### config.mk
export PLATFORM = sky130hd
export DESIGN_NAME = apb_master_arbiter
export DESIGN_NICKNAME = d
export VERILOG_FILES = /design/src/rtl/apb_master_arbiter.sv
export SDC_FILE = /design/constraint.sdc
export NUM_CORES = 1
export LEC_CHECK = 0
export ABC_CLOCK_PERIOD_IN_PS = 2050
export CORE_ASPECT_RATIO = 0.6
export CORE_UTILIZATION = 34
export CTS_BUF_LIST = sky130_fd_sc_hd__clkbuf_4
export CTS_CLUSTER_DIAMETER = 30
export DETAILED_ROUTE_END_ITERATION = 16
export PLACE_DENSITY = 0.79
export SLEW_MARGIN = 0
export SYNTH_ARGS = -nofsm -noshare
export SYNTH_HDL_FRONTEND = slang
export SYNTH_SLANG_ARGS = --single-unit
### constraint.sdc
create_clock -name pclk -period 2.05 [get_ports pclk]
set_input_delay 0.41 -clock pclk [delete_from_list [all_inputs] [get_ports pclk]]
set_output_delay 0.41 -clock pclk [all_outputs]
set_load 0.01 [all_outputs]
### src/rtl/apb_master_arbiter.sv
// apb_master_arbiter: shares one APB master port between NUM_REQ requesters.
// Round-robin arbitration, SETUP/ACCESS sequencing, PREADY wait states and an
// optional wait-state timeout that aborts a stalled transfer with an error.
module apb_master_arbiter #(
  parameter int NUM_REQ     = 4,
  parameter int ADDR_W      = 8,
  parameter int DATA_W      = 32,
  parameter int TIMEOUT_CYC = 16
) (
  input  logic                      pclk,
  input  logic                      preset,
  input  logic [NUM_REQ-1:0]        req_valid,
  input  logic [NUM_REQ-1:0]        req_write,
  input  logic [NUM_REQ*ADDR_W-1:0] req_addr,
  input  logic [NUM_REQ*DATA_W-1:0] req_wdata,
  output logic [NUM_REQ-1:0]        req_gnt,
  output logic [NUM_REQ-1:0]        rsp_valid,
  output logic [DATA_W-1:0]         rsp_rdata,
  output logic                      rsp_err,
  output logic                      timeout_evt,
  output logic [ADDR_W-1:0]         paddr,
  output logic                      psel,
  output logic                      penable,
  output logic                      pwrite,
  output logic [DATA_W-1:0]         pwdata,
  input  logic [DATA_W-1:0]         prdata,
  input  logic                      pready,
  input  logic                      pslverr
);

  localparam int IDX_W = $clog2(NUM_REQ);
  localparam int CNT_W = (TIMEOUT_CYC > 0) ? $clog2(TIMEOUT_CYC + 1) : 1;
  localparam logic [CNT_W-1:0] CNT_LAST = CNT_W'((TIMEOUT_CYC > 0) ? (TIMEOUT_CYC - 1) : 0);
  localparam logic [CNT_W-1:0] CNT_MAX  = {CNT_W{1'b1}};

  typedef enum logic [1:0] {
    ST_IDLE   = 2'd0,
    ST_SETUP  = 2'd1,
    ST_ACCESS = 2'd2
  } state_t;

  state_t              state_r, state_s;
  logic [IDX_W-1:0]    last_winner_r, owner_r, winner_s, cand_s;
  logic                found_s, timeout_s, complete_s, arb_pt_s, grant_s;
  logic [CNT_W-1:0]    wait_cnt_r;
  logic [ADDR_W-1:0]   paddr_r;
  logic [DATA_W-1:0]   pwdata_r, rsp_rdata_r;
  logic                psel_r, penable_r, pwrite_r, rsp_err_r, timeout_evt_r;
  logic [NUM_REQ-1:0]  rsp_valid_r;

  // One-hot decode of a requester index.
  function automatic logic [NUM_REQ-1:0] onehot(input logic [IDX_W-1:0] idx);
    logic [NUM_REQ-1:0] v;
    v = {NUM_REQ{1'b0}};
    v[idx] = 1'b1;
    return v;
  endfunction

  // Abort detection: last allowed stalled ACCESS cycle with pready still low.
  always_comb begin
    timeout_s = 1'b0;
    if (TIMEOUT_CYC > 0) begin
      timeout_s = (state_r == ST_ACCESS) && !pready && (wait_cnt_r == CNT_LAST);
    end else begin
      timeout_s = 1'b0;
    end
  end

  // A transfer completes on pready or abort; arbitration happens when idle or completing.
  always_comb begin
    complete_s = (state_r == ST_ACCESS) && (pready || timeout_s);
    arb_pt_s   = !preset && ((state_r == ST_IDLE) || complete_s);
    grant_s    = arb_pt_s && found_s;
  end

  // Round-robin search upward from the requester after the last winner.
  always_comb begin
    found_s  = 1'b0;
    winner_s = {IDX_W{1'b0}};
    cand_s   = {IDX_W{1'b0}};
    for (int k = 1; k <= NUM_REQ; k++) begin
      cand_s = IDX_W'((int'(last_winner_r) + k) % NUM_REQ);
      if (!found_s && req_valid[cand_s]) begin
        found_s  = 1'b1;
        winner_s = cand_s;
      end else begin
        found_s  = found_s;
      end
    end
  end

  // Combinational one-hot grant to the winner at an arbitration point.
  always_comb begin
    req_gnt = {NUM_REQ{1'b0}};
    if (grant_s) begin
      req_gnt = onehot(winner_s);
    end else begin
      req_gnt = {NUM_REQ{1'b0}};
    end
  end

  // Next-state logic for the APB phase sequencer.
  always_comb begin
    state_s = state_r;
    case (state_r)
      ST_IDLE: begin
        if (grant_s) state_s = ST_SETUP;
        else         state_s = ST_IDLE;
      end
      ST_SETUP: state_s = ST_ACCESS;
      ST_ACCESS: begin
        if (complete_s) state_s = grant_s ? ST_SETUP : ST_IDLE;
        else            state_s = ST_ACCESS;
      end
      default: state_s = ST_IDLE;
    endcase
  end

  // State, APB bus registers, arbitration pointer and wait counter.
  always_ff @(posedge pclk) begin
    if (preset) begin
      state_r       <= ST_IDLE;
      psel_r        <= 1'b0;
      penable_r     <= 1'b0;
      pwrite_r      <= 1'b0;
      paddr_r       <= {ADDR_W{1'b0}};
      pwdata_r      <= {DATA_W{1'b0}};
      owner_r       <= {IDX_W{1'b0}};
      last_winner_r <= IDX_W'(NUM_REQ - 1);
      wait_cnt_r    <= {CNT_W{1'b0}};
    end else begin
      state_r   <= state_s;
      psel_r    <= (state_s != ST_IDLE);
      penable_r <= (state_s == ST_ACCESS);
      if (grant_s) begin
        paddr_r       <= req_addr[winner_s*ADDR_W +: ADDR_W];
        pwdata_r      <= req_wdata[winner_s*DATA_W +: DATA_W];
        pwrite_r      <= req_write[winner_s];
        owner_r       <= winner_s;
        last_winner_r <= winner_s;
      end
      if (state_s == ST_SETUP) begin
        wait_cnt_r <= {CNT_W{1'b0}};
      end else if ((state_r == ST_ACCESS) && !pready && (wait_cnt_r != CNT_MAX)) begin
        wait_cnt_r <= wait_cnt_r + CNT_W'(1);
      end
    end
  end

  // Completion response and abort pulse, one cycle after the completing ACCESS.
  always_ff @(posedge pclk) begin
    if (preset) begin
      rsp_valid_r   <= {NUM_REQ{1'b0}};
      rsp_rdata_r   <= {DATA_W{1'b0}};
      rsp_err_r     <= 1'b0;
      timeout_evt_r <= 1'b0;
    end else begin
      timeout_evt_r <= timeout_s;
      if (complete_s) begin
        rsp_valid_r <= onehot(owner_r);
        rsp_rdata_r <= (pready && !pwrite_r) ? prdata : {DATA_W{1'b0}};
        rsp_err_r   <= pready ? pslverr : 1'b1;
      end else begin
        rsp_valid_r <= {NUM_REQ{1'b0}};
      end
    end
  end

  assign paddr       = paddr_r;
  assign pwdata      = pwdata_r;
  assign pwrite      = pwrite_r;
  assign psel        = psel_r;
  assign penable     = penable_r;
  assign rsp_valid   = rsp_valid_r;
  assign rsp_rdata   = rsp_rdata_r;
  assign rsp_err     = rsp_err_r;
  assign timeout_evt = timeout_evt_r;

endmodule
==> results.rst, run 1 <==
.. list-table::
   :header-rows: 1

   * - Metric
     - Value
   * - DR WL/cell
     - around 18 µm
   * - Worst Hold Margin
     - 494 ps
   * - Count of warnings emitted by yosys
     - 0
   * - IR Drop Worst-Case VDD
     - 0.305 mV
   * - Cell chain of the critical path
     - ha_4 -> and3_4 -> ha_4 -> nor3b_4 -> nor4_4 -> nand2b_4 -> nor3_4 -> buf_6
   * - Post-layout instance count excluding filler cells
     - 956
   * - Synthesized instance count
     - 464
   * - Worst Path Required
     - 1640 ps
   * - Buffer levels on the longest clock path
     - 2
   * - Final count of hold timing violations
     - 0
   * - Mapped Avg Cell Area
     - 9.83 µm²
   * - Vias in the first global route
     - 4,862
   * - Post-detailed-placement half-perimeter wirelength
     - about 13 mm
   * - Power density over cell area
     - 612 mW/mm²
   * - Max Slew Vio Count
     - 0
   * - Aggregate routed wire length
     - 17.3 mm
   * - Unrepaired setup endpoints after global routing
     - true
   * - Netlist Area Pre-Place
     - approximately 0.0046 mm²
   * - CTS clock-pin slew for the worst setup and hold paths
     - ~140 ps
   * - Transition time of the tightest slew-check pin
     - ~500 ps
   * - Result of the run
     - finished, violations left
   * - Headroom to the max-slew limit
     - between 60% and 70%
   * - Die area
     - 0.0139 mm²
   * - Worst hold path class
     - flop to flop
   * - Via/cell ratio
     - between 5 and 6
   * - Horiz. Die Dim
     - 152 µm
   * - Delay of the slowest cell on the worst path
     - approximately 380 ps
   * - I/O pin count
     - 289
   * - Setup skew after layout
     - 22.7 ps
   * - Pleak
     - between 3 and 4 nW
   * - PortBufs
     - roughly 290
   * - Initial DRC count
     - 216
   * - CTS sink count
     - 92
   * - Cell at the root of the clock tree
     - clkbuf_4
   * - First drt pass iteration count
     - 5
   * - Setup crit start kind
     - flop
   * - Count of final setup violators
     - 34
   * - Crit path arrival time
     - 2100 ps
   * - Max Clk Rate
     - about 0.40 GHz
   * - Most instantiated flip-flop cell in the synthesis netlist
     - dfxtp_1
   * - Cts-stage hold buffer count
     - 0
   * - Initial core utilization
     - 35.2%
   * - Largest fanout on the critical path
     - 4
   * - CP max stage cell
     - dfxtp_2
   * - Filler cell count in the final layout
     - 1,030
   * - TritonCTS clock tree
     - yes
   * - Initial antenna violation count
     - 0
   * - Pin count of the biggest net entering global routing
     - 33
   * - EDFF count, synth
     - 0
   * - Yosys top cell area share
     - 40.4%
   * - Total vias in the final route
     - about 4,800
   * - Core area
     - 0.0130 mm²
   * - First-pass GRT wire length
     - 25.4 mm
   * - H-tree lvl count
     - 3
   * - GRT Resource Usage Total
     - 23.7%
   * - Post-placement cell count
     - 929
   * - Worst-Skew Late Latency
     - between 400 and 500 ps
   * - Aggregate negative setup slack
     - -7380 ps
   * - Routability-driven placement congestion ratio
     - around 0.77
   * - Vert. Die Dim
     - 91.7 µm
   * - Most area-consuming cells after synthesis
     - dfxtp_1 40%, mux2i_1 12%, o211ai_2 7.1%
   * - Final layout net count
     - 988
   * - Fraction of registers with async set or reset after synthesis
     - 0%
   * - Layout cell share with drive strength beyond 1
     - 17.8%
   * - Cell taking the most area after synthesis
     - dfxtp_1
   * - Max Cap Viol
     - 0
   * - Final routed DRC violation total
     - 0
   * - Clock buffer count from CTS
     - 9
   * - Final worst-path setup slack
     - -455 ps
   * - Antenna Nets Post-Route
     - 0
   * - Yosys reg bits
     - between 90 and 100
   * - Synthesis-to-finish area growth
     - 83.9%
   * - Total nets after synthesis
     - 671
   * - Sequential-to-total area share from yosys stat
     - 40.4%
   * - Number of placement rows
     - 32
   * - Failing checks
     - negative setup slack
   * - Diode insertion count for antenna repair
     - 0
   * - Type of destination of the critical path
     - output pin
   * - Crit path kind
     - flop to output pin
   * - Share of the core filled with cells in the final layout
     - between 60 and 70%
   * - Cell with the most instances on the worst path
     - ha_4
   * - Leftover overflow at the end of global routing
     - 0
   * - Final critical path time including I/O delays and setup
     - 2510 ps
   * - Power Total
     - 5.13 mW
   * - Final worst-path cycle share
     - 122%
   * - Count of distinct cell types in the synthesized netlist
     - between 40 and 50
-- Yosys cell counts, types with 2 or more instances --
master,instances
mux2i_1,54
xor2_1,2
buf_2,14
nor3_2,2
o21ai_1,13
buf_6,3
nor2_1,19
nand3_1,30
o211ai_2,26
nor3_1,4
ha_1,3
nor4b_1,2
o21ai_0,30
clkbuf_1,16
a21o_1,31
nand2b_1,3
nand2_1,35
a22o_1,32
buf_4,7
or2_1,2
o211ai_1,4
nor2b_1,2
dfxtp_1,92
and3_1,2
a2bb2oi_1,12
a21oi_1,2
-- registers in the layout, indices dropped and copies added, names as in the netlist --
register       count
rsp_rdata         32
paddr              8
penable            1
state_r            2
owner_r            2
pwrite             1
last_winner_r      2
pwdata            32
rsp_err            1
rsp_valid          4
psel               1
timeout_evt        1
wait_cnt_r         5
-- path summary, 6_finish.rpt --
check / cells past startpoint / slack, ps / start / end
max: 8 / -460 / wait_cnt_r[0] / req_gnt[0]
min: 2 / 490 / paddr[4] / paddr[4]
max reg2reg: 14 / -230 / wait_cnt_r[0] / pwdata[2]
min reg2reg: 2 / 490 / paddr[4] / paddr[4]
-- layout by cell type (no fill, tap or decap), types with 3 or more instances in the layout --
cell and instances:
a21o_1 31, a22o_1 32, a2bb2oi_1 7, a2bb2oi_2 5
buf_12 9, buf_4 36, buf_6 12, clkbuf_4 9
clkdlybuf4s50_1 284, dfxtp_1 89, dfxtp_2 3, mux2i_1 54
nand2_1 34, nand3_1 30, nor2_1 16, nor3_2 3
o211ai_1 4, o211ai_2 26, o21ai_0 30, o21ai_1 12
-- cell families (layout without fill, tap and decap cells) --
group / Yosys count / in the layout / synth area share [%]
flops: 92 / 92 / 40.4
mux: 55 / 55 / 12.2
buf+inv: 41 / 363 / 4.83
xor+xnor: 3 / 3 / 0.576
fa+ha+maj: 3 / 3 / 0.823
compound gates: 159 / 159 / 28.6
simple gates: 111 / 111 / 12.6
-- area by class of cell --
cell class                 instances  area [µm²]  share of cell area (%)
clock buffer                       9        67.6                   0.806
clock inverter                     7        93.8                    1.12
inverter                           1        3.75                  0.0448
multi-input combinational        331        2660                    31.7
sequential                        92        1850                    22.0
tap                              170         213                    2.54
timing repair buffer             346        3500                    41.8
-- routing by layer --
metal	vias to the layer above	track usage, %	routed length, µm
met5	-	0	0
met4	0	4.54	138
met3	14	5.72	1290
met2	172	39.5	8190
met1	2306	31.1	7670
li1	2353	-	-
-- worst max-delay path, delay by kind of cell, from the launching register on --
kind | cells | cell delay (ps)
and+or+nand+nor | 5 | 840
DFF | 1 | 380
buffers and inverters | 1 | 130
adders and majority gates | 2 | 280
-- report_power, final --
part / switching [mW] / leakage (nW) / internal (mW)
Combinational: 0.813 / 2.49 / 1.14
Sequential: 0.106 / 0.753 / 1.97
Clock: 0.707 / 0.0833 / 0.405
-- timing repair --
item,CTS,global route
buffers inserted,8,5
gates cloned,1,3
endpoints found under the setup margin,41,47
gates resized for setup,24,33
pin swaps,6,6
-- per-stage QoR --
step | setup slack (ps) | area, µm²
final | -455 | 8390
after global routing | -585 | 8390
after CTS | -526 | 8190
after detailed placement | -655 | 7960
after global placement | -623 | 7960
after floorplan | -97.7 | 4630
(Power assumes the default switching activity.)
==> inputs of run 2 (changes only) <==
--- a/config.mk
+++ b/config.mk
@@ -11,6 +11,7 @@
 export CTS_BUF_LIST = sky130_fd_sc_hd__clkbuf_4
 export CTS_CLUSTER_DIAMETER = 30
 export DETAILED_ROUTE_END_ITERATION = 16
+export GPL_TIMING_DRIVEN = 0
 export PLACE_DENSITY = 0.79
 export SLEW_MARGIN = 0
 export SYNTH_ARGS = -nofsm -noshare
==> results.rst, run 2 (synthesized netlist as in run 1, its figures left out) <==
.. list-table::
   :header-rows: 1

   * - Metric
     - Value
   * - Dpl ws
     - -1110 ps (-451 ps)
   * - Final layout net count
     - 982 (-0.61%)
   * - Failing checks
     - negative setup slack
   * - Max Slew Vio Count
     - 0 (unchanged)
   * - Worst-Skew Late Latency
     - 460 ps (about the same)
   * - Routability-driven placement congestion ratio
     - 0.825 (+6.8%)
   * - Post-layout instance count excluding filler cells
     - 950 (-0.63%)
   * - Antenna Nets Post-Route
     - 0 (unchanged)
   * - Crit path arrival time
     - 2180 ps (+80 ps)
   * - Headroom to the max-slew limit
     - 54.2% (-13 points)
   * - Register cell area after layout
     - 0.00184 mm² (about the same)
   * - Buffer levels on the longest clock path
     - 2 (unchanged)
   * - Diode insertion count for antenna repair
     - 0 (unchanged)
   * - GRT Resource Usage Total
     - 24.2% (+0.49 points)
   * - Final routed DRC violation total
     - 0 (unchanged)
   * - Most frequent standard cell in the layout excluding fill and tap cells
     - clkdlybuf4s50_1
   * - Filler cell count in the final layout
     - 1,073 (+4.2%)
   * - Cell at the root of the clock tree
     - clkbuf_4
   * - Initial antenna violation count
     - 0 (unchanged)
   * - Setup skew after layout
     - 17.5 ps (-5.24 ps)
   * - Max Clk Rate
     - 0.385 GHz (-3.4%)
   * - Share of the core filled with cells in the final layout
     - 61.7% (-3.0 points)
   * - Final worst-path cycle share
     - 127% (+4.3 points)
   * - Horiz. Die Dim
     - 152 µm (unchanged)
   * - Clock buffer count from CTS
     - 9 (unchanged)
   * - Aggregate routed wire length
     - 17.1 mm (-0.99%)
   * - I/O pin count
     - 289 (unchanged)
   * - Worst hold path class
     - flop to flop
   * - Combined area of the multi-input logic cells
     - 0.00256 mm² (-3.6%)
   * - Post-placement cell count
     - 922 (-0.75%)
   * - Post-detailed-placement half-perimeter wirelength
     - 13.4 mm (+3.1%)
   * - Transition time of the tightest slew-check pin
     - 682 ps (+187 ps)
   * - TritonCTS clock tree
     - yes
   * - H-tree lvl count
     - 3 (unchanged)
   * - Layout cell share with drive strength beyond 1
     - 14.2% (-3.6 points)
   * - Largest fanout on the critical path
     - 3 (-1)
   * - Instance area after placement
     - 0.00772 mm² (-2.9%)
   * - Final worst-path setup slack
     - -544 ps (-88.9 ps)
   * - Result of the run
     - finished, violations left
   * - Pin count of the biggest net entering global routing
     - 19 (-42%)
   * - CTS clock-pin slew for the worst setup and hold paths
     - 160 ps (+20 ps)
   * - Crit path kind
     - flop to output pin
   * - Setup crit start kind
     - flop
   * - Synthesis-to-finish area growth
     - 75.4%
   * - IR Drop Worst-Case VDD
     - 0.434 mV (+43%)
   * - Number of placement rows
     - 32 (unchanged)
   * - Count of final setup violators
     - 51 (+50%)
   * - Worst Hold Margin
     - 496 ps (+2.65 ps)
   * - Initial DRC count
     - 202 (-6.5%)
   * - Vias in the first global route
     - 4,956 (+1.9%)
   * - Max Cap Viol
     - 0 (unchanged)
   * - Vert. Die Dim
     - 91.7 µm (unchanged)
   * - Initial core utilization
     - 35.2% (unchanged)
   * - Final critical path time including I/O delays and setup
     - 2590 ps (+88.9 ps)
   * - Commonest non-fill, non-tap cells in the layout
     - 284 x clkdlybuf4s50_1, 90 x dfxtp_1, 54 x mux2i_1, 35 x nand2_1, 32 x a22o_1
   * - Worst Path Required
     - 1640 ps (about the same)
   * - PortBufs
     - 288 (unchanged)
   * - Type of destination of the critical path
     - output pin
   * - DR WL/cell
     - 18.0 µm (-0.37%)
   * - Total vias in the final route
     - 4,870 (+0.52%)
   * - Power Total
     - 5.02 mW (-2.2%)
   * - First-pass GRT wire length
     - 25.9 mm (+1.7%)
   * - Aggregate negative setup slack
     - -8490 ps (-1110 ps)
   * - First drt pass iteration count
     - 6 (+1)
   * - Via/cell ratio
     - 5.13 (+1.2%)
   * - Die area
     - 0.0139 mm² (unchanged)
   * - Core area
     - 0.0130 mm² (unchanged)
   * - Power density over cell area
     - 628 mW/mm² (+2.5%)
   * - Leftover overflow at the end of global routing
     - 0 (unchanged)
   * - Final count of hold timing violations
     - 0 (unchanged)
   * - Pleak
     - 3.16 nW (-4.9%)
   * - CTS sink count
     - 92 (unchanged)
   * - Unrepaired setup endpoints after global routing
     - true
   * - Final non-filler cell area
     - 0.00800 mm² (-4.6%)
==> run 2: changes by cell type in the layout (fill, tap and decap cells not counted), moves of 2 or more <==
cell / previous run / this run
buf_4: 36 / 19
buf_2: 2 / 15
buf_12: 9 / 1
clkbuf_1: 0 / 10
clkbuf_16: 2 / 0
buf_6: 12 / 5
clkbuf_2: 0 / 5
a2bb2oi_1: 7 / 12
a2bb2oi_2: 5 / 0
==> run 2: worst paths after layout <==
path / to / startpoint / depth (start not counted) / slack [ps]
max: req_gnt[0] / wait_cnt_r[0] / 10 / -540
min: pwdata[28] / pwdata[28] / 2 / 500
max reg2reg: pwdata[13] / wait_cnt_r[0] / 10 / -230
min reg2reg: pwdata[28] / pwdata[28] / 2 / 500
==> run 2: routing by layer <==
layer | share of wire (%) | GRT usage [%]
met2 | 48 | 41.1
met5 | 0 | 0
met1 | 45 | 31.4
met3 | 6.0 | 5.37
met4 | 1.1 | 4.54
==> run 2: layout make-up <==
cell class | count | share of cell area (%)
clock buffer | 9 | 0.845
timing repair buffer | 300 | 36.9
sequential | 92 | 23.1
buffer | 40 | 3.28
clock inverter | 7 | 1.19
multi-input combinational | 331 | 32.0
tap | 170 | 2.66
inverter | 1 | 0.0469
==> run 2: report_power, final <==
part | internal (mW) | switching (mW) | total [mW]
Clock | 0.407 | 0.736 | 1.14
Sequential | 1.96 | 0.102 | 2.07
Combinational | 1.04 | 0.778 | 1.81
Total | 3.41 | 1.62 | 5.02
==> run 2: repair_timing <==
action | 4_1_cts | 5_1_grt
hold buffers | 0 | 0
gates cloned | 1 | 0
setup buffers | 11 | 0
gates resized for setup | 32 | 0
endpoints found under the setup margin | 76 | 84
pin swaps | 8 | 1
==> run 2: critical path, stage by stage (launching register included) <==
cell and delay [ps]:
dfxtp_2 370, ha_4 160, and3_4 180, ha_4 160, nor3b_4 300, nor4_4 70, nand2b_1 100, buf_6 100
buf_12 100, nor3_4 40, buf_2 140
